[config.mk]
export PLATFORM = sky130hd
export DESIGN_NAME = warp_issue_scheduler
export DESIGN_NICKNAME = d
export VERILOG_FILES = /design/src/rtl/warp_issue_scheduler.sv
export SDC_FILE = /design/constraint.sdc
export NUM_CORES = 1
export LEC_CHECK = 0
export CAP_MARGIN = 40
export CORE_MARGIN = 2
export CORE_UTILIZATION = 40
export DETAILED_ROUTE_END_ITERATION = 10
export GPL_ROUTABILITY_DRIVEN = 0
export PLACE_DENSITY_LB_ADDON = 0.25
export SLEW_MARGIN = 20
export SYNTH_ARGS = -nofsm -noshare
export SYNTH_HDL_FRONTEND = slang
export SYNTH_SLANG_ARGS = --single-unit
[constraint.sdc]
create_clock -name clk -period 3 [get_ports clk]
set_input_delay 0.3 -clock clk [delete_from_list [all_inputs] [get_ports clk]]
set_output_delay 0.3 -clock clk [all_outputs]
set_load 0.01 [all_outputs]
[src/rtl/warp_issue_scheduler.sv]
// Warp issue scheduler: round-robin issue from per-warp instruction FIFOs to a
// registered valid/ready issue port, plus round-robin instruction-fetch refill requests.
//
// state | meaning
// IDLE  | no pops, no new fetch requests; outstanding fetch_done still retires
// RUN   | issue arbiter and fetch arbiter active
// DRAIN | wait for the held issue to be accepted, then IDLE
module warp_issue_scheduler #(
  parameter int NUM_WARPS  = 4,
  parameter int DATA_WIDTH = 32,
  localparam int WID_W     = $clog2(NUM_WARPS)
) (
  input  logic                            clk,
  input  logic                            rst_n,
  input  logic                            sched_en,
  input  logic                            flush,
  input  logic [NUM_WARPS-1:0]            warp_active,
  input  logic [NUM_WARPS-1:0]            warp_stall,
  input  logic [NUM_WARPS-1:0]            fifo_valid,
  input  logic [NUM_WARPS-1:0]            fifo_full,
  input  logic [NUM_WARPS*DATA_WIDTH-1:0] fifo_data,
  output logic [NUM_WARPS-1:0]            fifo_pop,
  output logic                            issue_valid,
  input  logic                            issue_ready,
  output logic [DATA_WIDTH-1:0]           issue_instr,
  output logic [WID_W-1:0]                issue_warp_id,
  output logic                            fetch_req_valid,
  input  logic                            fetch_req_ready,
  output logic [WID_W-1:0]                fetch_warp_id,
  input  logic                            fetch_done,
  input  logic [WID_W-1:0]                fetch_done_id,
  output logic                            sched_busy
);

  typedef enum logic [1:0] {
    ST_IDLE  = 2'd0,
    ST_RUN   = 2'd1,
    ST_DRAIN = 2'd2
  } state_t;

  localparam logic [WID_W-1:0] PTR_RST = WID_W'(NUM_WARPS - 1);

  state_t state, state_nxt;

  logic [WID_W-1:0]     issue_ptr;
  logic [WID_W-1:0]     fetch_ptr;
  logic [NUM_WARPS-1:0] pending;
  logic [NUM_WARPS-1:0] pending_nxt;

  logic [NUM_WARPS-1:0]  cand;
  logic [NUM_WARPS-1:0]  fcand;
  logic [NUM_WARPS-1:0]  acc_mask;
  logic [WID_W-1:0]      issue_gnt;
  logic [WID_W-1:0]      fetch_gnt;
  logic                  issue_load;
  logic                  issue_go;
  logic                  fetch_load;
  logic                  fetch_acc;
  logic [DATA_WIDTH-1:0] fifo_words [NUM_WARPS];

  // First requester strictly after ptr, wrapping; ptr itself has lowest priority.
  function automatic logic [WID_W-1:0] rr_pick(input logic [NUM_WARPS-1:0] req,
                                               input logic [WID_W-1:0]     ptr);
    logic [WID_W-1:0] g;
    logic [WID_W-1:0] idx_w;
    logic             found;
    int               idx;
    g     = '0;
    found = 1'b0;
    for (int i = 1; i <= NUM_WARPS; i++) begin
      idx = int'(ptr) + i;
      if (idx >= NUM_WARPS) idx = idx - NUM_WARPS;
      idx_w = WID_W'(idx);
      if (!found && req[idx_w]) begin
        found = 1'b1;
        g     = idx_w;
      end
    end
    return g;
  endfunction

  function automatic logic [NUM_WARPS-1:0] onehot(input logic [WID_W-1:0] id);
    logic [NUM_WARPS-1:0] v;
    v = '0;
    v[id] = 1'b1;
    return v;
  endfunction

  always_comb begin
    for (int w = 0; w < NUM_WARPS; w++) begin
      fifo_words[w] = fifo_data[w*DATA_WIDTH +: DATA_WIDTH];
    end
  end

  always_ff @(posedge clk or negedge rst_n) begin
    if (!rst_n) state <= ST_IDLE;
    else        state <= state_nxt;
  end

  always_comb begin
    state_nxt = state;
    case (state)
      ST_IDLE:  if (sched_en) state_nxt = ST_RUN;
      ST_RUN:   if (!sched_en) state_nxt = (issue_valid && !issue_ready) ? ST_DRAIN : ST_IDLE;
      ST_DRAIN: if (!issue_valid || issue_ready) state_nxt = ST_IDLE;
      default:  state_nxt = ST_IDLE;
    endcase
    if (flush) state_nxt = ST_IDLE;
  end

  assign sched_busy = (state != ST_IDLE);

  // Issue arbiter
  assign cand       = warp_active & fifo_valid & ~warp_stall;
  assign issue_load = !issue_valid || issue_ready;
  assign issue_go   = (state == ST_RUN) && issue_load && (|cand) && !flush;
  assign issue_gnt  = rr_pick(cand, issue_ptr);
  assign fifo_pop   = issue_go ? onehot(issue_gnt) : '0;

  always_ff @(posedge clk or negedge rst_n) begin
    if (!rst_n) begin
      issue_valid   <= 1'b0;
      issue_instr   <= '0;
      issue_warp_id <= '0;
      issue_ptr     <= PTR_RST;
    end else if (flush) begin
      issue_valid <= 1'b0;
      issue_ptr   <= PTR_RST;
    end else if (issue_load) begin
      if (issue_go) begin
        issue_valid   <= 1'b1;
        issue_instr   <= fifo_words[issue_gnt];
        issue_warp_id <= issue_gnt;
        issue_ptr     <= issue_gnt;
      end else begin
        issue_valid <= 1'b0;
      end
    end
  end

  // Fetch arbiter; the warp being accepted this cycle is masked so it is not re-requested
  assign fetch_acc  = fetch_req_valid && fetch_req_ready;
  assign acc_mask   = fetch_acc ? onehot(fetch_warp_id) : '0;
  assign fcand      = warp_active & ~fifo_full & ~pending & ~acc_mask;
  assign fetch_load = !fetch_req_valid || fetch_req_ready;
  assign fetch_gnt  = rr_pick(fcand, fetch_ptr);

  always_comb begin
    pending_nxt = pending | acc_mask;
    if (fetch_done) pending_nxt[fetch_done_id] = 1'b0;
  end

  always_ff @(posedge clk or negedge rst_n) begin
    if (!rst_n) begin
      fetch_req_valid <= 1'b0;
      fetch_warp_id   <= '0;
      fetch_ptr       <= PTR_RST;
      pending         <= '0;
    end else if (flush) begin
      fetch_req_valid <= 1'b0;
      fetch_ptr       <= PTR_RST;
      pending         <= '0;
    end else begin
      if (fetch_load) begin
        if ((state != ST_IDLE) && (|fcand)) begin
          fetch_req_valid <= 1'b1;
          fetch_warp_id   <= fetch_gnt;
        end else begin
          fetch_req_valid <= 1'b0;
        end
      end
      if (fetch_acc) fetch_ptr <= fetch_warp_id;
      pending <= pending_nxt;
    end
  end

endmodule
==> key figures <==
Setup path
  – CP Capture Type: primary output
  – R2R depth: 6
  – CP Max Fanout: 5
  – Critical Path AT: 2500 ps
  – Cell mode on critical path: or3_1
  – Req. time, crit path: around 2700 ps
  – R2R Setup Slk: about 690 ps
  – Critical Path Max Stage Delay: around 560 ps
  – Crit Path Category: flop to primary output
  – Slowest CP cell: clkdlybuf4s50_1
  – Bufs and invs on worst path: 1
  – CP delay by family, top: simple AND/OR/NAND/NOR gates
  – Reg-to-Reg End: issue_instr[5]$_DFFE_PN0P_
  – Crit path launch type: flop
  – FF-to-FF Start: issue_ptr[1]$_DFFE_PN1P_
  – Worst-path cell chain: nand2b_1 > or3_1 > or3_1 > nor2_1 > clkdlybuf4s50_1

Yosys
  – Seq/Total Area, Yosys: 39.6%
  – Area leader, netlist: dfrtp_1
  – Synth Cell Area: roughly 3000 µm²
  – Post-synth EDFFs: 0
  – Yosys warning count: 0
  – Share of the synthesized area in the top cell type: 36.1%
  – Synth top area cells: dfrtp_1 (36%), mux2i_1 (14%), a221oi_1 (4.0%), a32oi_1 (3.7%), o211ai_1 (3.7%)
  – Mapped Nets: 462
  – Syn avg cell area: between 9 and 10 µm²
  – Synth Flop Type: dfrtp_1
  – Register bit total from synthesis: 48
  – Yosys cell types: between 50 and 60
  – Post-Synthesis Cells: 309
  – Async SR Flop Fraction: 100%

Placement
  – Pre-CTS setup slack: ~130 ps
  – Placed instance count: 596
  – Placed Instance Area: 5150 µm²
  – DP HPWL: 9080 µm
  – PortBufs: about 200

Global route
  – Initial antenna violation count: 0
  – M2 GR Usage: 44.6%
  – Busiest metal layer after global routing: met2
  – Largest net degree at the start of global routing: 30
  – GRT Resource Usage Total: 26.5%
  – GR Layer Usage met3: about 7.1%
  – Vias in the first global route: 3510
  – Total grt overflow: 0
  – First-pass GRT wire length: ~18000 µm
  – Met1 Resource Use GR: between 30% and 40%

CTS
  – CTS tree: done
  – Reg clk slew, reported paths: 90 ps
  – CTS H-tree lvls: 2
  – Skew-Pair Late Insertion Delay: about 310 ps
  – CTS buffer count: 5
  – CTS root buf: clkbuf_8
  – Clk sinks: 48
  – CTS Buffer Depth: 2

Cells and area
  – Filler cell count: around 540
  – Reg area: 1210 µm²
  – ANT cells: 0
  – Multi-input logic area: 1730 µm²
  – Final std cells w/o fill: 605
  – Layout Area Growth over Synthesis: 72.1%
  – Final Net Count: 658
  – Fin area: 5250 µm²
  – Proportion of layout cells with a drive suffix above 1: 6.13%

Timing
  – Tmin final: between 2000 and 3000 ps
  – Period Utilization, post-route: about 93%
  – # setup viols final: 0
  – Final hold violations: 0
  – Worst Max-Slew Pin Slew: 519 ps
  – Worst rel slew slack: 65.1%
  – Max Freq: 357 MHz
  – Setup TNS: 0 ps
  – PnR worst setup slack: 198 ps
  – Setup Skew: 15.7 ps
  – Fin. max-slew vios: 0
  – Unrepaired setup endpoints after global routing: false
  – Min Hold Slack: 467 ps

Route
  – DR iter-0 viols: 180
  – DRT antenna net count: 0
  – Via Count: 3434
  – Post-Route WL: 11300 µm
  – DRC violation count after routing: 0
  – 1st-pass router iterations: 4
  – Routed wire per std cell: 18.6 µm
  – Vias per Instance: approximately 5.7

Floorplan
  – Core area: 7330 µm²
  – Die extent in x: around 91 µm
  – Ports: 196
  – Initial Util: 41.6%
  – Cell row count: 31
  – Die H: between 90 and 100 µm
  – Die Area: around 8300 µm²

Worst hold path
  – HP Class: input pin to async pin

Power and ir drop
  – VDD IR-drop max: around 0.26 mV
  – Pwr dens: 436 nW/µm²
  – Leakage: 2.11 nW

Run status
  – Outcome: complete, no violations

Job
  – Max Cap Viol: 0
-- cell usage in the layout, fill, tap and decap left out, types with 2 or more instances in the layout --
master             n
clkdlybuf4s50_1  194
mux2i_1           44
dfrtp_1           44
nor2_1            24
nand3_1           17
o211ai_1          15
a221oi_1          14
buf_4             14
a32oi_1           13
nand2_1           10
nor3_1             9
a211oi_1           7
inv_1              6
a21oi_1            6
nand3b_1           5
nor2b_1            5
o32ai_1            5
clkbuf_8           5
nor3b_1            4
dfstp_2            4
o21ai_0            3
nand2b_1           3
and2_1             3
a311oi_1           3
nor4bb_1           2
and4b_1            2
or3_1              2
a22oi_1            2
nand4b_1           2
a31oi_1            2
o21a_1             2
o31ai_1            2
and3_1             2
a211o_1            2
clkbuf_1           2
-- final cells by class --
| class | instances | area share (%) |
|---|---|---|
| Clock inverter | 1 | 0.167 |
| Multi-Input combinational cell | 233 | 32.9 |
| Tap cell | 99 | 2.36 |
| Timing Repair Buffer | 211 | 39.7 |
| Sequential cell | 48 | 23.0 |
| Inverter | 6 | 0.429 |
| Clock buffer | 7 | 1.46 |
-- Yosys cell counts, drive strengths merged, types with 2 or more instances --
cell / count
o32ai: 5
dfstp: 4
nand2b: 3
inv: 6
nor3b: 4
dfrtp: 44
a22oi: 2
a31oi: 2
and2: 4
o31ai: 2
buf: 11
or3: 2
nand3: 17
a311oi: 3
nand3b: 6
and4b: 2
nand2: 10
and3: 2
o21a: 2
o21ai: 4
mux2i: 44
a21oi: 6
nor2b: 5
a32oi: 13
nor3: 10
clkbuf: 11
a211oi: 7
a221oi: 14
nand4b: 2
a211o: 2
o211ai: 15
nor4bb: 2
nor2: 25
-- layer usage --
layer	wire length [µm]	share of wire, %
met3	882	7.8
met5	0	0
met2	5530	49
met1	4650	41
met4	219	1.9
-- logic make-up (layout without fill, tap and decap cells) --
group | Yosys count | after routing | synth area share, %
multiplexers | 45 | 45 | 14.8
buffers and inverters | 28 | 225 | 4.06
AND/OR/NAND/NOR | 100 | 100 | 18.6
AO/OA/AOI/OAI | 88 | 88 | 22.9
flip-flops | 48 | 48 | 39.6
-- worst max-delay path by stage --
| stage | start | endpoint | depth (start not counted) |
|---|---|---|---|
| floorplan | issue_ptr[1]$_DFFE_PN1P_ | issue_instr[30]$_DFFE_PN0P_ | 5 |
| global placement | warp_active[1] | fifo_pop[0] | 6 |
| detailed placement | warp_active[1] | fifo_pop[0] | 6 |
| CTS | warp_active[1] | fifo_pop[0] | 6 |
| global route | warp_active[1] | fifo_pop[0] | 6 |
| finish | state[1]$_DFFE_PN0P_ | fifo_pop[2] | 5 |
-- per-stage QoR --
stage                     util (%)  power (mW)
final                         71.5        2.29
after detailed placement      70.2        1.91
after global routing          71.5        2.41
after global placement        70.0        1.88
after floorplan                  -        1.28
after CTS                     71.5        2.30
-- flip-flops by register name, summed over array words and instances, names as in the netlist --
register / count
fetch_ptr: 2
issue_instr: 32
issue_warp_id: 2
state: 2
pending: 4
issue_ptr: 2
issue_valid: 1
fetch_warp_id: 2
fetch_req_valid: 1
-- repair_timing --
item | 4_1_cts | 5_1_grt
buffers inserted | 0 | 0
hold endpoints to repair | 17 | 0
hold buffers | 1 | 0
setup endpoints to repair | 0 | 1
gates resized for setup | 0 | 1
-- where the power goes --
group,internal (mW),total (mW),leakage (nW),switching [mW]
Clock,0.167,0.388,0.0424,0.221
Sequential,0.800,0.899,0.579,0.0987
Combinational,0.608,1.00,1.48,0.393
Total,1.57,2.29,2.11,0.712
Power figures use the tool's default switching activity.
